==> src/rtl/speck_pkg.sv <==
// Shared constants, FSM encoding and rotate helpers for the Speck64/128 engine.
package speck_pkg;

   localparam int SPECK_W      = 32;
   localparam int SPECK_ROUNDS = 27;
   localparam int SPECK_ALPHA  = 8;
   localparam int SPECK_BETA   = 3;
   localparam int SPECK_CNT_W  = $clog2(SPECK_ROUNDS);

   typedef logic [SPECK_W-1:0]     word_t;
   typedef logic [SPECK_CNT_W-1:0] cnt_t;

   typedef enum logic [1:0] {
      ST_IDLE = 2'd0,
      ST_RUN  = 2'd1,
      ST_DONE = 2'd2
   } speck_state_e;

   function automatic word_t ror(input word_t v, input int unsigned n);
      return (v >> n) | (v << (SPECK_W - n));
   endfunction

   function automatic word_t rol(input word_t v, input int unsigned n);
      return (v << n) | (v >> (SPECK_W - n));
   endfunction

endpackage

==> src/rtl/speck_encrypt_core_if.sv <==
// Command/response bundle between the UART front-end and the encrypt core.
interface speck_encrypt_core_if;
   import speck_pkg::*;

   logic                 start;
   logic [4*SPECK_W-1:0] key;
   word_t                pt_x;
   word_t                pt_y;
   logic                 busy;
   logic                 done;
   word_t                ct_x;
   word_t                ct_y;
   word_t                rk_out;
   logic                 rk_valid;

   modport master (
      output start, key, pt_x, pt_y,
      input  busy, done, ct_x, ct_y, rk_out, rk_valid
   );

   modport slave (
      input  start, key, pt_x, pt_y,
      output busy, done, ct_x, ct_y, rk_out, rk_valid
   );

endinterface

==> src/rtl/speck_round_forward.sv <==
// One combinational Speck forward round; also reused for the key-schedule step.
module speck_round_forward
   import speck_pkg::*;
(
   input  word_t x,
   input  word_t y,
   input  word_t k,
   output word_t x_next,
   output word_t y_next
);

   assign x_next = (ror(x, SPECK_ALPHA) + y) ^ k;
   assign y_next = rol(y, SPECK_BETA) ^ x_next;

endmodule

==> src/rtl/speck_encrypt_core.sv <==
// Iterative Speck64/128 encryptor: one round per clock, key schedule expanded on the fly.
module speck_encrypt_core
   import speck_pkg::*;
(
   input  logic                 clk,
   input  logic                 rst,
   speck_encrypt_core_if.slave  bus
);

   speck_state_e state;
   cnt_t         cnt;
   word_t        x, y, k, l0, l1, l2;
   word_t        x_nxt, y_nxt, l_new, k_nxt;

   speck_round_forward u_round (
      .x      (x),
      .y      (y),
      .k      (k),
      .x_next (x_nxt),
      .y_next (y_nxt)
   );

   // Key step is the same round shape: l0 plays x, k plays y, the counter is the key.
   speck_round_forward u_key_step (
      .x      (l0),
      .y      (k),
      .k      (word_t'(cnt)),
      .x_next (l_new),
      .y_next (k_nxt)
   );

   // k is only advanced on non-final rounds, so it still holds the last used key afterwards.
   assign bus.rk_out = k;

   always_ff @(posedge clk) begin
      // NOTE: non-blocking assignments so every register samples pre-edge values; blocking here would chain rounds within one cycle.
      if (rst) begin
         // NOTE: datapath and key registers are reset too, so no key material survives an aborted run.
         state        <= ST_IDLE;
         cnt          <= '0;
         x            <= '0;
         y            <= '0;
         k            <= '0;
         l0           <= '0;
         l1           <= '0;
         l2           <= '0;
         bus.busy     <= 1'b0;
         bus.done     <= 1'b0;
         bus.rk_valid <= 1'b0;
         bus.ct_x     <= '0;
         bus.ct_y     <= '0;
      end else begin
         case (state)
            ST_IDLE: begin
               if (bus.start) begin
                  x            <= bus.pt_x;
                  y            <= bus.pt_y;
                  k            <= bus.key[SPECK_W-1:0];
                  l0           <= bus.key[2*SPECK_W-1:SPECK_W];
                  l1           <= bus.key[3*SPECK_W-1:2*SPECK_W];
                  l2           <= bus.key[4*SPECK_W-1:3*SPECK_W];
                  cnt          <= '0;
                  bus.busy     <= 1'b1;
                  bus.rk_valid <= 1'b1;
                  state        <= ST_RUN;
               end
            end

            ST_RUN: begin
               x <= x_nxt;
               y <= y_nxt;
               if (cnt == cnt_t'(SPECK_ROUNDS - 1)) begin
                  bus.ct_x     <= x_nxt;
                  bus.ct_y     <= y_nxt;
                  bus.rk_valid <= 1'b0;
                  bus.done     <= 1'b1;
                  state        <= ST_DONE;
               end else begin
                  cnt <= cnt + 1'b1;
                  k   <= k_nxt;
                  l0  <= l1;
                  l1  <= l2;
                  l2  <= l_new;
               end
            end

            ST_DONE: begin
               bus.done <= 1'b0;
               bus.busy <= 1'b0;
               state    <= ST_IDLE;
            end

            default: state <= ST_IDLE;
         endcase
      end
   end

endmodule

==> src/flat_wrapper.sv <==
// flat-port wrapper written by rule: the top's interface ports become plain ports
module speck_encrypt_core_flat import speck_pkg::*;
  (clk, rst, bus_start, bus_key, bus_pt_x, bus_pt_y, bus_busy, bus_done, bus_ct_x, bus_ct_y, bus_rk_out, bus_rk_valid);
  speck_encrypt_core_if bus_i ();
  input  logic clk;
  input  logic rst;
  input wire logic [$bits(bus_i.start)-1:0] bus_start;
  input wire logic [$bits(bus_i.key)-1:0] bus_key;
  input wire logic [$bits(bus_i.pt_x)-1:0] bus_pt_x;
  input wire logic [$bits(bus_i.pt_y)-1:0] bus_pt_y;
  output wire logic [$bits(bus_i.busy)-1:0] bus_busy;
  output wire logic [$bits(bus_i.done)-1:0] bus_done;
  output wire logic [$bits(bus_i.ct_x)-1:0] bus_ct_x;
  output wire logic [$bits(bus_i.ct_y)-1:0] bus_ct_y;
  output wire logic [$bits(bus_i.rk_out)-1:0] bus_rk_out;
  output wire logic [$bits(bus_i.rk_valid)-1:0] bus_rk_valid;
  assign bus_i.start = bus_start;
  assign bus_i.key = bus_key;
  assign bus_i.pt_x = bus_pt_x;
  assign bus_i.pt_y = bus_pt_y;
  assign bus_busy = bus_i.busy;
  assign bus_done = bus_i.done;
  assign bus_ct_x = bus_i.ct_x;
  assign bus_ct_y = bus_i.ct_y;
  assign bus_rk_out = bus_i.rk_out;
  assign bus_rk_valid = bus_i.rk_valid;
  speck_encrypt_core u_core (.clk(clk), .rst(rst), .bus(bus_i));
endmodule
==> config.mk <==
export PLATFORM = sky130hd
export DESIGN_NAME = speck_encrypt_core_flat
export DESIGN_NICKNAME = d
export VERILOG_FILES = /design/src/rtl/speck_pkg.sv /design/src/rtl/speck_encrypt_core_if.sv /design/src/rtl/speck_round_forward.sv /design/src/rtl/speck_encrypt_core.sv /design/src/flat_wrapper.sv
export SDC_FILE = /design/constraint.sdc
export NUM_CORES = 1
export LEC_CHECK = 0
export BUFFER_PORTS_ARGS = -buffer_cell sky130_fd_sc_hd__buf_2
export CAP_MARGIN = 15
export CORE_UTILIZATION = 35
export CTS_CLUSTER_DIAMETER = 150
export DETAILED_ROUTE_END_ITERATION = 8
export GPL_TIMING_DRIVEN = 0
export PLACE_DENSITY = 0.57
export SLEW_MARGIN = 0
export SYNTH_ARGS = -nofsm -noshare
export SYNTH_HDL_FRONTEND = slang
export SYNTH_SLANG_ARGS = --single-unit
==> constraint.sdc <==
create_clock -name clk -period 3.9 [get_ports clk]
set_input_delay 0.39 -clock clk [delete_from_list [all_inputs] [get_ports clk]]
set_output_delay 0.39 -clock clk [all_outputs]
set_load 0.05 [all_outputs]
# Yosys cells after proc, flatten, opt, wreduce, memory -nomap -nowiden
# Index checks and enable logic that the tools add are counted.
# word_totals
latch_bits	0
reg_bits	266
mem_bits_rw	0
out_inout_bits	99
wordCells	69
mem_bits_ro	0
memories	0
# classes
n_addsub	3
div	0
magnitude_cmp	0
reduce_logical	11
bitwise	8
n_mux	28
eq_ne	6
shifts	0
multipliers	0
# ops
op	n
$pmux W32 S2	6
$mux W32	10
$xor A32 B32 Y32	3
$add A32 B32 Y32	2
$or A24 B32 Y32	2
$or A32 B3 Y32	2
$xor A32 B5 Y32	1
$mux W5	2
$pmux W5 S2	1
$reduce_and A2 Y1	5
$pmux W1 S2	3
$reduce_and A3 Y1	2
$reduce_bool A2 Y1	3
$add A5 B1 Y5 const B	1
$eq A5 B5 Y1 const B	1
$mux W2	2
$ne A2 B2 Y1 const B	2
$pmux W2 S2	1
$mux W1	3
$eq A2 B1 Y1 const B	1
$eq A2 B2 Y1 const B	1
$logic_not A2 Y1	1
$ne A2 B1 Y1 const B	1

# Logic depth before layout (Yosys ltp)
# Gate-level depths: netlist (run 1).
# logic_depth
depth_word	6
mapped_depth	12
mapped_depth_nobuf	12

# Modules after synthesis
# A second synthesis (run 1) with hierarchy kept.
# unflattened
hier_cells	2108
area_unflattened_um2	16811.1
# modules_own_cells
module	seq_area_each_um2	cells_each	area_each_um2	n_inst
speck_encrypt_core	5325.1	1438	11641.2	1
speck_round_forward	0.0	335	2585.0	2

# Worst setup path after synthesis (run 1)
# No wires, ideal clock.
# synth_path
path_type	register -> register
start	register u_core.k[10] (netlist: u_core.bus.rk_out[10])
end	register u_core.k[17] (netlist: u_core.bus.rk_out[17])
t_required_ns	3.805
stages_incl_launch_ff	12
period_less_slack_ns	3.158
arrival_ns	3.063
slack_ns	0.742
n_path_buf	1
setup_time_ns	0.095
path_cell_list	dfxtp_1 > ha_1 > clkbuf_1 > a21o_1 > a21o_1 > a2111o_1 > a31oi_1 > nor3_1 > a311oi_1 > xnor2_1 > xnor2_1 > a221oi_1
# synth_between
elab_chain_cells	5
# synth_lines
item	line_no	rtl
start, declared	speck_encrypt_core.sv:12	word_t x, y, k, l0, l1, l2;
start signal, assigned	speck_encrypt_core.sv:58	k <= bus.key[SPECK_W-1:0];
start signal, assigned	speck_encrypt_core.sv:80	k <= k_nxt;
$add A32 B32 Y32	speck_round_forward.sv:12	assign x_next = (ror(x, SPECK_ALPHA) + y) ^ k;
$xor A32 B5 Y32	speck_round_forward.sv:12	
$xor A32 B32 Y32	speck_round_forward.sv:13	assign y_next = rol(y, SPECK_BETA) ^ x_next;
$mux W32	speck_encrypt_core.sv:72	if (cnt == cnt_t'(SPECK_ROUNDS - 1)) begin
$pmux W32 S2	speck_encrypt_core.sv:53	case (state)
# No other way between the ends. The select of a mux whose other input is x is not followed.
# A chain may end at the register's enable or synchronous reset.

# Final worst setup path (run 1)
# layout_path
start	register u_core.k[14] (netlist: u_core.bus.rk_out[14])
end	register u_core.l2[27]
# layout_between
elab_chain_cells	4
# layout_lines
item	line_no	rtl
$add A32 B32 Y32	speck_round_forward.sv:12	
$xor A32 B5 Y32	speck_round_forward.sv:12	
$mux W32	speck_encrypt_core.sv:72	
$pmux W32 S2	speck_encrypt_core.sv:53	
end signal, assigned	speck_encrypt_core.sv:61	l2 <= bus.key[4*SPECK_W-1:3*SPECK_W];
end signal, assigned	speck_encrypt_core.sv:83	l2 <= l_new;
end, declared	speck_encrypt_core.sv:12	
# No other way between the ends. The select of a mux whose other input is x is not followed.

==> flow_summary.rst, run 1 <==
.. list-table::
   :header-rows: 1

   * - Metric
     - Value
   * - Cts bufs inserted
     - 31
   * - Least-Margin Pin Slew
     - about 1.2 ns
   * - Post-Synthesis Cell Area
     - roughly 15000 um2
   * - Finished Core Util
     - 42.9%
   * - Clock-pin slew reported for the worst setup and hold paths after clock tree synthesis
     - 0.06 ns
   * - Effective utilization at floorplan
     - approximately 35%
   * - Cell taking the most area after synthesis
     - sky130_fd_sc_hd__dfxtp_1
   * - CP arrival
     - 4.24 ns
   * - Post-synthesis cell type count
     - 73
   * - Average wire per cell in the routed design
     - about 25 um
   * - Number of design rule violations left after detail routing
     - 0
   * - Vias in the first global route
     - around 16000
   * - Setup TNS
     - 0 ns
   * - Max transition margin
     - 17.6%
   * - Crit. End Element
     - flip-flop
   * - Drt first pass iters
     - 5
   * - Proportion of layout cells with a drive suffix above 1
     - 15.8%
   * - Result of the run
     - finished, final reports clean
   * - Sequential area share after synthesis
     - 34.9%
   * - Detailed route wirelength on metal2
     - around 33 mm
   * - Dpl hpwl
     - 56.7 mm
   * - Setup repair after global routing missed its margin
     - false
   * - Count of flip-flops with a built-in enable after synthesis
     - 0
   * - Register-to-register setup slack
     - 0.17 ns
   * - Row count
     - between 70 and 80
   * - Classification of the worst setup path
     - reg2reg
   * - Master of the slowest instance on the critical path
     - sky130_fd_sc_hd__dfxtp_1
   * - Max-slew violation count
     - 0
   * - Net switching fraction of the power
     - 39.6%
   * - Worst reg2reg endpoint
     - u_core.l2[27]$_SDFFE_PP0P_
   * - Average cell area after synthesis
     - around 7.8 um2
   * - Routed length on met3
     - ~6.1 mm
   * - CTS H-Tree Depth
     - 1
   * - Switching power of the nets
     - 3.70 mW
   * - Hold-fix buffers at CTS
     - 0
   * - Instance count after placement with tap cells included
     - between 2000 and 3000
   * - Cell types with the largest area share after synthesis
     - sky130_fd_sc_hd__dfxtp_1, sky130_fd_sc_hd__nand2_1, sky130_fd_sc_hd__nor2_1
   * - Start point of the critical path
     - u_core.bus.rk_out[14]$_SDFFE_PP0P_
   * - Sequential cell area
     - roughly 5300 um2
   * - Pin count of the biggest net entering global routing
     - 17
   * - Post-layout minimum cycle time
     - roughly 3.7 ns
   * - Max-cap violation count
     - 0
   * - Clock tree from TritonCTS
     - built
   * - F_max
     - between 200 and 300 MHz
   * - Die Area
     - 44400 um2
   * - TritonCTS sink count
     - around 270
   * - Top Layer Used
     - met4
   * - Count of input and output buffers
     - between 200 and 300
   * - Total number of vias
     - 16600
   * - Detailed-route wire length
     - 71.5 mm
   * - Power share of the combinational group
     - about 33%
   * - Peak supply drop
     - 0.315 mV
   * - Total internal power
     - approximately 5.6 mW
   * - Final Cycle Share
     - around 96%
   * - Multi-input gate area in the final layout
     - 9340 um2
   * - Residual overflow from global routing
     - 0
   * - Total power of the final layout
     - roughly 9.3 mW
   * - Worst hold path class
     - in2reg
   * - Cell-by-cell trace of the critical path
     - ha_1 > a21oi_1 > o21ai_0 > a2111oi_1 > o31ai_1 > nor3_1 > o21bai_1 > xor2_1 > nand2_1 > a211oi_1
   * - Capturing instance or port of the critical path
     - u_core.l2[27]$_SDFFE_PP0P_
   * - Antenna violations before repair
     - 2
   * - Prevailing post-synth register cell
     - sky130_fd_sc_hd__dfxtp_1
   * - Async set or reset register ratio after synthesis
     - 0%
   * - Maximum single-stage delay on the critical path
     - 0.66 ns
   * - Final hold violations
     - 0
   * - Synthesis-stage register bit count
     - about 270
   * - Finish-stage setup viols
     - 0
   * - Post-route clock skew
     - 0.0268 ns
   * - Critical R2R Launch
     - u_core.bus.rk_out[14]$_SDFFE_PP0P_
   * - Synth Warn #
     - 0
   * - Cells on worst reg2reg path
     - 10
   * - Floorplan die width
     - around 210 um
   * - Crit path max fanout
     - 5
   * - GRT Total Usage
     - 31.3%
   * - Static leakage power
     - 7.71 nW
   * - Fin nets
     - 2540
   * - DRC marker count from the first detailed-route iteration
     - 1387
   * - Wire length of the first global-routing pass
     - 102 mm
   * - Antenna-violating nets left
     - 0
   * - Via/cell ratio
     - about 5.7
   * - Hold path depth
     - 3
   * - Leading cell types by count after synthesis
     - sky130_fd_sc_hd__nand2_1, sky130_fd_sc_hd__dfxtp_1, sky130_fd_sc_hd__nor2_1
   * - Final Wtd Congestion
     - 0.966
   * - Library cell with the highest instance count after synthesis
     - sky130_fd_sc_hd__nand2_1
   * - Root buf cell
     - sky130_fd_sc_hd__clkbuf_16
   * - Power density cells
     - 506 nW/um2
   * - Die outline height
     - roughly 210 um
   * - Startpoint class of the critical path
     - flip-flop
   * - Share of the synthesized area in the top cell type
     - 34.9%
   * - # IOs
     - roughly 300
   * - Placeable Area
     - 43000 um2
   * - Routed length on met1
     - 29.4 mm
   * - Diode insertion count for antenna repair
     - 0
   * - Fraction of power consumed by the clock network
     - between 30% and 40%
   * - Fraction of power consumed by sequential logic
     - around 36%
   * - Nets in the synthesized netlist
     - about 2200
   * - Clk buf depth
     - 3
   * - Required time worst endpoint
     - 4.41 ns
   * - Number of fill cells
     - 4563
   * - Non-filler instance count after layout
     - slightly below 3000
   * - Instance count of the mapped netlist
     - between 1500 and 2000
   * - Area growth, synth to finish
     - 21.0%
   * - Clock latency reported for the late side of the worst-skew pair
     - 0.61 ns
## stage by stage
step / instance area [um2] / setup WS, ns / hold slack (ns)
2_1_floorplan: 15300 / 0.742 / 0.425
3_3_place_gp: 17400 / 0.130 / 0.442
3_5_place_dp: 17400 / 0.132 / 0.444
4_1_cts: 18500 / 0.114 / 0.0304
5_1_grt: 18500 / 0.0193 / 0.0549
6_report: 18500 / 0.169 / 0.0450
## layout make-up
class                           count  share of cell area, %
Clock buffer                       41                   4.62
Clock inverter                     17                  0.807
Inverter                           25                  0.509
Buffer                            131                   2.70
Timing Repair Buffer              293                   7.95
Tap cell                          585                   3.97
Sequential cell                   266                   28.9
Multi-Input combinational cell   1531                   50.6
## power groups by stage
stage,clock (mW),combinational [mW],sequential [mW]
after global routing,3.02,3.34,3.33
after global placement,0,3.03,3.36
final,2.91,3.11,3.32
after CTS,2.92,3.05,3.30
after floorplan,0,1.94,3.33
after detailed placement,0,3.04,3.36
## cells in the final DEF, fill, tap and decap left out, types with 9 or more instances in the layout
master,netlist,routed
sky130_fd_sc_hd__clkbuf_1,117,123
sky130_fd_sc_hd__mux2i_1,19,19
sky130_fd_sc_hd__nor2b_1,9,9
sky130_fd_sc_hd__a31oi_1,10,10
sky130_fd_sc_hd__o211ai_1,11,11
sky130_fd_sc_hd__nor2_1,249,249
sky130_fd_sc_hd__o21ai_1,9,9
sky130_fd_sc_hd__nand2_1,353,353
sky130_fd_sc_hd__inv_1,24,24
sky130_fd_sc_hd__clkbuf_16,0,31
sky130_fd_sc_hd__o21a_1,15,15
sky130_fd_sc_hd__a21oi_1,165,165
sky130_fd_sc_hd__and3_1,16,16
sky130_fd_sc_hd__nor3_1,44,44
sky130_fd_sc_hd__a211oi_1,42,42
sky130_fd_sc_hd__dfxtp_1,266,266
sky130_fd_sc_hd__o31ai_1,9,9
sky130_fd_sc_hd__a221oi_1,22,22
sky130_fd_sc_hd__buf_2,5,298
sky130_fd_sc_hd__buf_1,9,9
sky130_fd_sc_hd__nand4_1,10,10
sky130_fd_sc_hd__xnor2_1,104,104
sky130_fd_sc_hd__a21o_1,28,28
sky130_fd_sc_hd__ha_1,64,64
sky130_fd_sc_hd__a311oi_1,89,89
sky130_fd_sc_hd__o21ai_0,62,62
sky130_fd_sc_hd__nand3_1,15,15
sky130_fd_sc_hd__a22oi_1,23,23
sky130_fd_sc_hd__xor2_1,42,42
## flip-flops by register name (all words and copies together) (netlist names)
register / flops
u_core.l0: 32
u_core.bus.rk_out: 32
u_core.state: 2
u_core.cnt: 5
u_core.l1: 32
u_core.bus.ct_y: 32
u_core.bus.ct_x: 32
u_core.l2: 32
u_core.bus.rk_valid: 1
u_core.bus.done: 1
u_core.bus.busy: 1
u_core.x: 32
u_core.y: 32
## critical path: cells and delay by family, from the launching register on
kind	cells	cell delay, ns
compound gates	6	1.70
fa+ha+maj	1	0.39
simple gates	2	0.46
flops	1	0.66
xor+xnor	1	0.42
## layer usage
metal	vias to the layer above	global-route usage [%]
met2	860	52.8
li1	7657	-
met1	7905	40.0
met5	-	0
met4	0	12.5
met3	138	4.71
## cells by family after synthesis
kind of cell | Yosys count | synth area share [%]
xor+xnor | 150 | 8.95
simple gates | 746 | 20.5
mux | 20 | 1.35
buf+inv | 156 | 3.88
fa+ha+maj | 66 | 5.51
compound gates | 549 | 24.9
flops | 266 | 34.9
## how the worst min path moves through the flow
stage,start,endpoint,slack [ns]
after floorplan,u_core.l2[31]$_SDFFE_PP0P_,u_core.l2[31]$_SDFFE_PP0P_,0.42
after global placement,u_core.bus.ct_y[11]$_SDFFE_PP0P_,u_core.bus.ct_y[11]$_SDFFE_PP0P_,0.44
after detailed placement,u_core.bus.ct_y[9]$_SDFFE_PP0P_,u_core.bus.ct_y[9]$_SDFFE_PP0P_,0.44
after CTS,bus_key[78],u_core.l1[14]$_SDFFE_PP0P_,0.03
after global routing,bus_key[78],u_core.l1[14]$_SDFFE_PP0P_,0.05
final,bus_key[94],u_core.l1[30]$_SDFFE_PP0P_,0.05
## timing repair
item	4_1_cts	5_1_grt
resized for setup	0	1
setup buffers	0	0
endpoints found under the setup margin	0	1
hold endpoints to repair	0	0
No activity file was read; power rests on OpenSTA's default activity.
==> inputs of run 2 (changes only) <==
--- a/config.mk
+++ b/config.mk
@@ -8,6 +8,7 @@
 export BUFFER_PORTS_ARGS = -buffer_cell sky130_fd_sc_hd__buf_2
 export CAP_MARGIN = 15
 export CORE_UTILIZATION = 35
+export CTS_BUF_LIST = sky130_fd_sc_hd__clkbuf_8
 export CTS_CLUSTER_DIAMETER = 150
 export DETAILED_ROUTE_END_ITERATION = 8
 export GPL_TIMING_DRIVEN = 0
==> flow_summary.rst, run 2 (synthesis results as in run 1) <==
.. list-table::
   :header-rows: 1

   * - Metric
     - Value
   * - Worst Hold End
     - u_core.y[3]$_SDFFE_PP0P_
   * - Finish-stage setup viols
     - 0 (unchanged)
   * - Detailed-route wire length
     - 71.7 mm (+0.18%)
   * - Wire length of the first global-routing pass
     - 102 mm (+0.24%)
   * - Root buf cell
     - sky130_fd_sc_hd__clkbuf_8
   * - Clock-pin slew reported for the worst setup and hold paths after clock tree synthesis
     - 0.06 ns (about the same)
   * - Antenna-violating nets left
     - 0 (unchanged)
   * - Power share of the combinational group
     - 33.8% (+0.5 points)
   * - Maximum single-stage delay on the critical path
     - 0.66 ns (about the same)
   * - Setup TNS
     - 0 ns (unchanged)
   * - Max transition margin
     - 19.4% (+1.8 points)
   * - Floorplan die width
     - 211 um (unchanged)
   * - Post-route clock skew
     - 0.0213 ns (-0.00556 ns)
   * - Startpoint of the lowest-slack hold path
     - bus_pt_y[3]
   * - Power density cells
     - 498 nW/um2 (-1.6%)
   * - Row count
     - 76 (unchanged)
   * - Worst reg2reg endpoint
     - u_core.l2[27]$_SDFFE_PP0P_
   * - Antenna violations before repair
     - 3 (+1)
   * - Least-Margin Pin Slew
     - 1.21 ns (-0.0273 ns)
   * - Die Area
     - 44400 um2 (unchanged)
   * - Total internal power
     - 5.56 mW (-1.5%)
   * - Pin count of the biggest net entering global routing
     - 14 (-3)
   * - Master of the slowest instance on the critical path
     - sky130_fd_sc_hd__dfxtp_1
   * - Total power of the final layout
     - 9.26 mW (-0.93%)
   * - Count of input and output buffers
     - 293 (unchanged)
   * - TritonCTS sink count
     - 266 (unchanged)
   * - Drt first pass iters
     - 5 (unchanged)
   * - Static leakage power
     - 7.85 nW (+1.9%)
   * - Number of design rule violations left after detail routing
     - 0 (unchanged)
   * - Final hold violations
     - 0 (unchanged)
   * - Fraction of power consumed by sequential logic
     - 35.9% (+0.4 points)
   * - Leading cell type in the layout, fill and taps excluded
     - sky130_fd_sc_hd__nand2_1
   * - Cell family contributing the most delay on the critical path
     - compound AO/OA/AOI/OAI gates
   * - Proportion of layout cells with a drive suffix above 1
     - 16.4% (+0.57 points)
   * - Final Wtd Congestion
     - 0.966 (unchanged)
   * - Vias in the first global route
     - 15800 (+1.2%)
   * - Switching power of the nets
     - 3.70 mW (-0.10%)
   * - Placeable Area
     - 43000 um2 (unchanged)
   * - Max-slew violation count
     - 0 (unchanged)
   * - Crit. End Element
     - flip-flop
   * - Residual overflow from global routing
     - 0 (unchanged)
   * - F_max
     - 264 MHz (-1.4%)
   * - Startpoint class of the critical path
     - flip-flop
   * - Effective utilization at floorplan
     - 35.5% (unchanged)
   * - Dpl hpwl
     - 56.7 mm (unchanged)
   * - Cells on worst reg2reg path
     - 10 (unchanged)
   * - Worst hold path class
     - in2reg
   * - Final Cycle Share
     - 97.1% (+1.4 points)
   * - Critical R2R Launch
     - u_core.bus.rk_out[14]$_SDFFE_PP0P_
   * - Cell-by-cell trace of the critical path
     - ha_1 > a21oi_1 > o21ai_0 > a2111oi_1 > o31ai_1 > nor3_1 > o21bai_1 > xor2_1 > nand2_1 > a211oi_1
   * - Number of fill cells
     - 4535 (-0.61%)
   * - Area growth, synth to finish
     - 21.9%
   * - DRC marker count from the first detailed-route iteration
     - 1436 (+3.5%)
   * - Via/cell ratio
     - 5.67 (-1.0%)
   * - GRT Total Usage
     - 31.5% (+0.20 points)
   * - Setup repair after global routing missed its margin
     - false
   * - Fraction of power consumed by the clock network
     - 30.4% (-0.7 points)
   * - Post-layout minimum cycle time
     - 3.79 ns (+0.0545 ns)
   * - Final Worst Setup Slack
     - 0.114 ns (-0.0545 ns)
   * - Setup WS pre-CTS
     - 0.132 ns (unchanged)
   * - CP arrival
     - 4.31 ns (+0.07 ns)
   * - Required time worst endpoint
     - 4.43 ns (+0.02 ns)
   * - Fin nets
     - 2570 (+1.2%)
   * - Cts bufs inserted
     - 48 (+55%)
   * - Clock tree from TritonCTS
     - built
   * - Most used cells in the layout excluding fill and tap cells
     - sky130_fd_sc_hd__nand2_1, sky130_fd_sc_hd__buf_2, sky130_fd_sc_hd__dfxtp_1, sky130_fd_sc_hd__nor2_1, sky130_fd_sc_hd__a21oi_1
   * - Total number of vias
     - 16600 (+0.43%)
   * - Classification of the worst setup path
     - reg2reg
   * - Clock latency reported for the late side of the worst-skew pair
     - 0.64 ns (+0.03 ns)
   * - Die outline height
     - 211 um (unchanged)
   * - Non-filler instance count after layout
     - 2932 (+1.5%)
   * - Average wire per cell in the routed design
     - 24.4 um (-1.3%)
   * - Result of the run
     - finished, final reports clean
   * - Net switching fraction of the power
     - 40.0% (+0.33 points)
   * - Crit path max fanout
     - 5 (unchanged)
   * - Hold path depth
     - 3 (unchanged)
   * - Max-cap violation count
     - 0 (unchanged)
   * - Number of buffer and inverter instances along the worst setup path
     - 0 (unchanged)
   * - # IOs
     - 294 (unchanged)
   * - CTS H-Tree Depth
     - 2 (+1)
   * - Register-to-register setup slack
     - 0.11 ns (-0.05 ns)
   * - Clk buf depth
     - 3 (unchanged)
   * - Instance count after placement with tap cells included
     - 2831 (unchanged)
   * - Worst hold margin
     - 0.0264 ns (-0.0186 ns)
   * - Peak supply drop
     - 0.197 mV (-38%)
run 2: cell count changes in the layout (fill, tap and decap cells not counted), sizes merged:
| cell | previous run | this run |
|---|---|---|
| clkbuf | 158 | 177 |
| inv | 25 | 41 |
| dlygate4sd3 | 0 | 13 |
| clkinv | 14 | 9 |
| clkinvlp | 2 | 0 |
| bufinv | 1 | 2 |
| diode | 0 | 1 |
run 2: worst max path at each step:
stage                                             startpoint                                  to  slack, ns  cells past startpoint
after floorplan           u_core.bus.rk_out[10]$_SDFFE_PP0P_  u_core.bus.rk_out[17]$_SDFFE_PP0P_       0.74                     11
after global placement    u_core.bus.rk_out[14]$_SDFFE_PP0P_          u_core.l2[27]$_SDFFE_PP0P_       0.13                     10
after detailed placement  u_core.bus.rk_out[14]$_SDFFE_PP0P_          u_core.l2[27]$_SDFFE_PP0P_       0.13                     10
after CTS                 u_core.bus.rk_out[14]$_SDFFE_PP0P_          u_core.l2[27]$_SDFFE_PP0P_        0.1                     10
after global routing      u_core.bus.rk_out[14]$_SDFFE_PP0P_          u_core.l2[27]$_SDFFE_PP0P_       0.01                     10
final                     u_core.bus.rk_out[14]$_SDFFE_PP0P_          u_core.l2[27]$_SDFFE_PP0P_       0.11                     10
run 2: per-layer routing:
| layer | part of all wire (%) | track usage [%] | up-vias |
|---|---|---|---|
| li1 | - | - | 7727 |
| met1 | 41 | 40.1 | 7867 |
| met2 | 46 | 52.6 | 879 |
| met3 | 8.3 | 4.24 | 158 |
| met4 | 4.5 | 14.8 | 0 |
| met5 | 0 | 0 | - |
run 2: metrics by stage:
step	cell area, um2	utilization, %
floorplan	15300	-
global placement	17400	40.6
detailed placement	17400	40.6
CTS	18600	43.2
global route	18600	43.2
finish	18600	43.2
run 2: what timing repair did:
item | CTS | global route
endpoints found under the hold margin | 13 | 0
gates resized for setup | 0 | 1
buffers inserted | 0 | 0
endpoints found under the setup margin | 0 | 1
hold buffers | 13 | 0
run 2: power groups by stage:
stage	clock network (mW)	registers [mW]	logic [mW]
floorplan	0	3.33	1.94
global placement	0	3.36	3.03
detailed placement	0	3.36	3.04
CTS	2.83	3.30	3.06
global route	2.94	3.33	3.34
finish	2.81	3.32	3.13
run 2: worst min-delay path: stages:
cell and delay (ns):
sky130_fd_sc_hd__buf_2 0.10, sky130_fd_sc_hd__nand2_1 0.04, sky130_fd_sc_hd__a311oi_1 0.07
run 2: final cells by class:
type                       count  area, um2  area share [%]
antenna                        1       2.50          0.0135
buffer                       131        498            2.68
clock buffer                  60        826            4.44
clock inverter                27        179           0.963
inverter                      25       93.8           0.505
multi-input combinational   1531       9340            50.2
sequential                   266       5330            28.6
tap                          585        732            3.94
timing repair buffer         306       1600            8.59
